File: config.mk
export PLATFORM = sky130hd
export DESIGN_NAME = uart_rx_fifo
export DESIGN_NICKNAME = d
export VERILOG_FILES = /design/src/rtl/uart_rx_fifo.sv
export SDC_FILE = /design/constraint.sdc
export NUM_CORES = 1
export LEC_CHECK = 0
export BUFFER_PORTS_ARGS = -buffer_cell sky130_fd_sc_hd__buf_2
export CAP_MARGIN = 20
export CORE_MARGIN = 4
export CORE_UTILIZATION = 62
export DETAILED_ROUTE_END_ITERATION = 6
export GPL_ROUTABILITY_DRIVEN = 1
export PLACE_DENSITY_LB_ADDON = 0.15
export SYNTH_ARGS = -nofsm -noshare
export SYNTH_HDL_FRONTEND = slang
export SYNTH_SLANG_ARGS = --single-unit
File: constraint.sdc
create_clock -name clk -period 2.8 [get_ports clk]
set_clock_uncertainty 0.1 [all_clocks]
set_input_delay 0.14 -clock clk [delete_from_list [all_inputs] [get_ports clk]]
set_output_delay 0.14 -clock clk [all_outputs]
set_load 0.03 [all_outputs]
File: src/rtl/uart_rx_fifo.sv
// UART receiver (8N1, or 8E1 when UART_RX_PARITY_EN is defined) feeding a
// first-word-fallthrough FIFO with a valid/ready read port and sticky error flags.
`timescale 1ns/1ps

module uart_rx_fifo #(
    parameter int CLK_FREQ   = 50000000,
    parameter int BAUD       = 115200,
    parameter int FIFO_DEPTH = 16
) (
    input  logic                         clk,
    input  logic                         reset_n,
    input  logic                         rx,
    output logic [7:0]                   rd_data,
    output logic                         rd_valid,
    input  logic                         rd_ready,
    output logic [$clog2(FIFO_DEPTH):0]  fifo_count,
    output logic                         overrun,
    output logic                         frame_err,
    output logic                         parity_err,
    input  logic                         err_clr
);

    localparam int CLKS_PER_BIT = CLK_FREQ / BAUD;
    localparam int CNT_W        = $clog2(CLKS_PER_BIT);
    localparam int AW           = $clog2(FIFO_DEPTH);
    localparam logic [CNT_W-1:0] HALF_CNT = CNT_W'(CLKS_PER_BIT / 2 - 1);
    localparam logic [CNT_W-1:0] FULL_CNT = CNT_W'(CLKS_PER_BIT - 1);

    typedef enum logic [2:0] {
        IDLE,
        START,
        DATA,
`ifdef UART_RX_PARITY_EN
        PARITY,
`endif
        STOP,
        WAIT_IDLE
    } state_t;

    state_t           state, state_next;
    logic             rx_meta, rx_s;
    logic [CNT_W-1:0] cnt, cnt_next;
    logic [2:0]       bit_cnt, bit_next;
    logic [7:0]       shift_reg, shift_next;
    logic             push_q, push_next;
    logic             frame_evt;
`ifdef UART_RX_PARITY_EN
    logic             par_bad, par_bad_next;
    logic             par_evt;
`endif

    // NOTE: sequential state uses non-blocking assignments so every flop samples pre-edge values.
    always_ff @(posedge clk) begin
        if (!reset_n) begin
            rx_meta   <= 1'b1;
            rx_s      <= 1'b1;
            state     <= IDLE;
            cnt       <= '0;
            bit_cnt   <= '0;
            shift_reg <= '0;
            push_q    <= 1'b0;
            frame_err <= 1'b0;
        end else begin
            rx_meta   <= rx;
            rx_s      <= rx_meta;
            state     <= state_next;
            cnt       <= cnt_next;
            bit_cnt   <= bit_next;
            shift_reg <= shift_next;
            push_q    <= push_next;
            if (frame_evt)
                frame_err <= 1'b1;
            else if (err_clr)
                frame_err <= 1'b0;
        end
    end

    // NOTE: every always_comb output gets a default first so no path infers a latch.
    always_comb begin
        state_next = state;
        cnt_next   = cnt + CNT_W'(1);
        bit_next   = bit_cnt;
        shift_next = shift_reg;
        push_next  = 1'b0;
        frame_evt  = 1'b0;
`ifdef UART_RX_PARITY_EN
        par_bad_next = par_bad;
        par_evt      = 1'b0;
`endif
        unique case (state)
            IDLE: begin
                cnt_next = '0;
                if (!rx_s)
                    state_next = START;
            end
            START: begin
                if (cnt == HALF_CNT) begin
                    cnt_next   = '0;
                    bit_next   = '0;
                    state_next = rx_s ? IDLE : DATA;
                end
            end
            DATA: begin
                if (cnt == FULL_CNT) begin
                    cnt_next   = '0;
                    shift_next = {rx_s, shift_reg[7:1]};
                    bit_next   = bit_cnt + 3'd1;
                    if (bit_cnt == 3'd7)
`ifdef UART_RX_PARITY_EN
                        state_next = PARITY;
`else
                        state_next = STOP;
`endif
                end
            end
`ifdef UART_RX_PARITY_EN
            PARITY: begin
                if (cnt == FULL_CNT) begin
                    cnt_next     = '0;
                    par_bad_next = ^{shift_reg, rx_s};
                    par_evt      = par_bad_next;
                    state_next   = STOP;
                end
            end
`endif
            STOP: begin
                if (cnt == FULL_CNT) begin
                    cnt_next = '0;
                    if (rx_s) begin
`ifdef UART_RX_PARITY_EN
                        push_next = !par_bad;
`else
                        push_next = 1'b1;
`endif
                        state_next = IDLE;
                    end else begin
                        frame_evt  = 1'b1;
                        state_next = WAIT_IDLE;
                    end
                end
            end
            WAIT_IDLE: begin
                // A held-low break line parks here, so it raises frame_err only once.
                cnt_next = '0;
                if (rx_s)
                    state_next = IDLE;
            end
            default: state_next = IDLE;
        endcase
    end

`ifdef UART_RX_PARITY_EN
    always_ff @(posedge clk) begin
        if (!reset_n) begin
            par_bad    <= 1'b0;
            parity_err <= 1'b0;
        end else begin
            par_bad <= par_bad_next;
            if (par_evt)
                parity_err <= 1'b1;
            else if (err_clr)
                parity_err <= 1'b0;
        end
    end
`else
    assign parity_err = 1'b0;
`endif

    logic [7:0]  mem [FIFO_DEPTH];
    logic [AW-1:0] wr_ptr, rd_ptr;
    logic [AW:0]   count;
    logic          full, do_push, do_pop;

    assign full    = (count == (AW+1)'(FIFO_DEPTH));
    assign do_pop  = rd_valid && rd_ready;
    // A pop on the same edge frees the slot, so a push into a full FIFO still lands.
    assign do_push = push_q && (!full || do_pop);

    // NOTE: the storage array is not reset; only pointers and count are, which is enough to mark it empty.
    always_ff @(posedge clk) begin
        if (reset_n && do_push)
            mem[wr_ptr] <= shift_reg;
    end

    always_ff @(posedge clk) begin
        if (!reset_n) begin
            wr_ptr  <= '0;
            rd_ptr  <= '0;
            count   <= '0;
            overrun <= 1'b0;
        end else begin
            if (do_push)
                wr_ptr <= wr_ptr + AW'(1);
            if (do_pop)
                rd_ptr <= rd_ptr + AW'(1);
            case ({do_push, do_pop})
                2'b10:   count <= count + (AW+1)'(1);
                2'b01:   count <= count - (AW+1)'(1);
                default: count <= count;
            endcase
            if (push_q && !do_push)
                overrun <= 1'b1;
            else if (err_clr)
                overrun <= 1'b0;
        end
    end

    assign rd_valid   = (count != '0);
    assign rd_data    = rd_valid ? mem[rd_ptr] : 8'h00;
    assign fifo_count = count;

endmodule
==> metrics.json <==
{
  "status": "completed",
  "finalCriticalPeriod_ns": 2.58,
  "worst_r2r_endpoint": "fifo_count[4]",
  "worst-endpoint-arrival_ns": 2.34,
  "antenna_violations_before_repair": 0,
  "remaining_antenna_violation_count": 0,
  "post_syn_area_sq_um": 7240,
  "launch_point_of_the_worst_reg_to_reg_path": "fifo_count[4]",
  "clock_sinks": 173,
  "largest_register_ff_count": 128,
  "boundaryPins": 22,
  "max_stage_delay_ns": 0.57,
  "timing.critical_path.mode_cell": "a211oi_1",
  "floorplan.die_area_sq_um": 13500,
  "die_width_microns": 116,
  "layout.core_utilization_pct": 71.8,
  "synth_area_leader_cell": "edfxtp_1",
  "finalWeightedCongestion": 0.886,
  "clk_transition_reported_paths_ns": 0.06,
  "timing.slew.headroom_pct": 52.3,
  "report.final.hold_viol_count": 0,
  "setup_viol_count_final": 0,
  "synth_warnings": 0,
  "clock_insertion_delay_worst_skew_ns": 0.42,
  "placement.setup.worst_slack_ns": 0.335,
  "area_of_the_core_sq_um": 11400,
  "timing.max_cap.violations": 0,
  "setup_tns_ns": 0,
  "yosys_register_bits": 173,
  "p_leak_nw": 2.76,
  "termination_of_the_worst_setup_path": "rd_data[4]",
  "grt_pass1_vias": 4151,
  "cts_tree": "yes",
  "synth_nets": 493,
  "dieHeight_microns": 116,
  "synth_top_cells_by_area": "edfxtp_1 53%, dfxtp_1 12%, mux4_2 10%",
  "cells_traversed_along_the_worst_timing_path": "buf_12 > mux4_2 > a211oi_1 > a211oi_1 > buf_2",
  "htree_levels": 4,
  "port_buffers": 20,
  "final-max-slew-violation-count": 0,
  "fin_nets": 532,
  "final_common_cell": "edfxtp_1",
  "cts_repair_resize_count": 0,
  "grt_setup_unrepaired": "false",
  "depth_of_the_worst_register_to_register_path": 8,
  "synth-edff-count": 128,
  "max_slew.worst_pin.slew_ns": 0.714,
  "timing.final.ws_setup_ns": 0.216,
  "inserted_diodes": 0,
  "max_rail_drop_vdd_mv": 0.495,
  "layout_cells_sized_above_1_pct": 21.3,
  "async_flop_share_pct": 0,
  "estimated_wirelength_of_the_detail_placed_design_mm": 8.67,
  "dominantRegCellSynth": "edfxtp_1",
  "endpoint_kind": "primary output",
  "cts_root_buffer": "clkbuf_16",
  "synth_seq_area_share_pct": 65.6,
  "timing.critical_path.required_ns": 2.56,
  "synthesis.instances": 474,
  "cts-buffers-inserted": 17,
  "hold_path.class": "in -> reg",
  "syn2layout_area_growth_pct": 13.3,
  "setup.reg_to_reg.worst_slack_ns": 0.31,
  "synth.distinct_cells": 50,
  "post-layout-total-power_mw": 6.19,
  "max_freq_ghz": 0.387,
  "synth_top_area_share_pct": 53.1,
  "drt_pre_antenna_iters": 5,
  "slowest_stage": "dfxtp_2",
  "drt_first_iter_violations": 313,
  "nFillCells": 743,
  "initial_utilization_pct": 63.4,
  "min_period_over_period_pct": 92.3,
  "std_cell_rows": 39,
  "dr_drc_count": 0,
  "grt_first_pass_wirelength_mm": 21.8,
  "vias": 3988,
  "timing.critical_path.fanout_max": 11,
  "viasPerCell": 5.96,
  "setup.worst_path.start_class": "flop",
  "drt-total-wl_mm": 13.5,
  "routed_wire_length_per_instance_microns": 20.1,
  "fin_worst_hold_slack_ns": 0.0186,
  "cts_max_path_buffers": 2,
  "gr-usage-all-layers_pct": 22.0,
  "postSynthAreaPerCell_sq_um": 15.3,
  "timing.setup.critical_path_class": "reg -> out",
  "grt_start_max_net_pins": 33,
  "layout.cells.most_common_list": "128 x edfxtp_1, 44 x dfxtp_1, 32 x mux4_2, 31 x nor2_1, 27 x mux2i_1",
  "power.density_cell_area_nw_per_um2": 754,
  "grt_overflow_total": 0
}
[per-layer routing]
layer  track usage [%]  vias to the layer above  wire (microns)
met5                 0                        -               0
met4              5.80                        0             137
met3              6.16                       13             857
met2              36.9                      125            6970
met1              28.7                     1979            5500
li1                  -                     1871               -
[synth_stat cells (all sizes together) (2+ instances only)]
cell type,instances
o211ai,2
and4,2
nor3b,2
o21ai,5
xnor2,10
a21oi,6
nand3,11
or3,2
and2,5
nor2b,22
nor2,31
edfxtp,128
xor2,2
nand4,4
mux2i,27
dfxtp,45
nor3,8
nor4,5
a211oi,17
buf,16
inv,14
nand2,17
mux4,32
or4,2
clkbuf,12
nand2b,13
o21a,4
ha,13
a21o,3
[critical path: cells and delay by family (launching register included)]
kind | cells | cell delay [ns]
flip-flops | 1 | 0.57
multiplexers | 1 | 0.50
AO/OA/AOI/OAI | 2 | 0.45
buffers and inverters | 2 | 0.40
[worst min path at each step]
| stage | from | end | depth (start not counted) |
|---|---|---|---|
| after floorplan | rx | rx_meta | 1 |
| after global placement | rx | rx_meta | 2 |
| after detailed placement | rx | rx_meta | 2 |
| after CTS | reset_n | bit_cnt[0] | 3 |
| after global routing | reset_n | shift_reg[5] | 2 |
| final | reset_n | bit_cnt[0] | 3 |
[cell families after synthesis]
group / Yosys count / share of synthesized area (%)
compound gates: 43 / 4.17
buf+inv: 42 / 2.61
mux: 59 / 13.7
simple gates: 130 / 9.93
flops: 173 / 65.6
xor+xnor: 12 / 1.45
fa+ha+maj: 14 / 2.52
other cells: 1 / 0.0518
[final cells by class]
| type | instances | area (sq um) | share of cell area, % |
|---|---|---|---|
| Timing Repair Buffer | 48 | 343 | 4.18 |
| Clock buffer | 25 | 488 | 5.95 |
| Sequential cell | 173 | 4750 | 57.9 |
| Multi-Input combinational cell | 259 | 2300 | 28.1 |
| Tap cell | 143 | 179 | 2.18 |
| Inverter | 14 | 52.6 | 0.641 |
| Clock inverter | 7 | 87.6 | 1.07 |
[per-stage QoR]
step,area [sq um],instances
detailed placement,7590,634
finish,8200,669
CTS,8200,669
floorplan,7240,474
global placement,7590,634
global route,8200,669
[what timing repair did]
action / in CTS / in global routing
hold buffers: 3 / 0
setup buffers: 0 / 0
hold endpoints to repair: 4 / 0
[report_power, final]
group / internal (mW) / total (mW) / switching, mW
Combinational: 0.452 / 1.11 / 0.656
Clock: 1.39 / 2.28 / 0.889
Sequential: 2.75 / 2.80 / 0.0494
Total: 4.59 / 6.19 / 1.59
(Power assumes the default switching activity.)
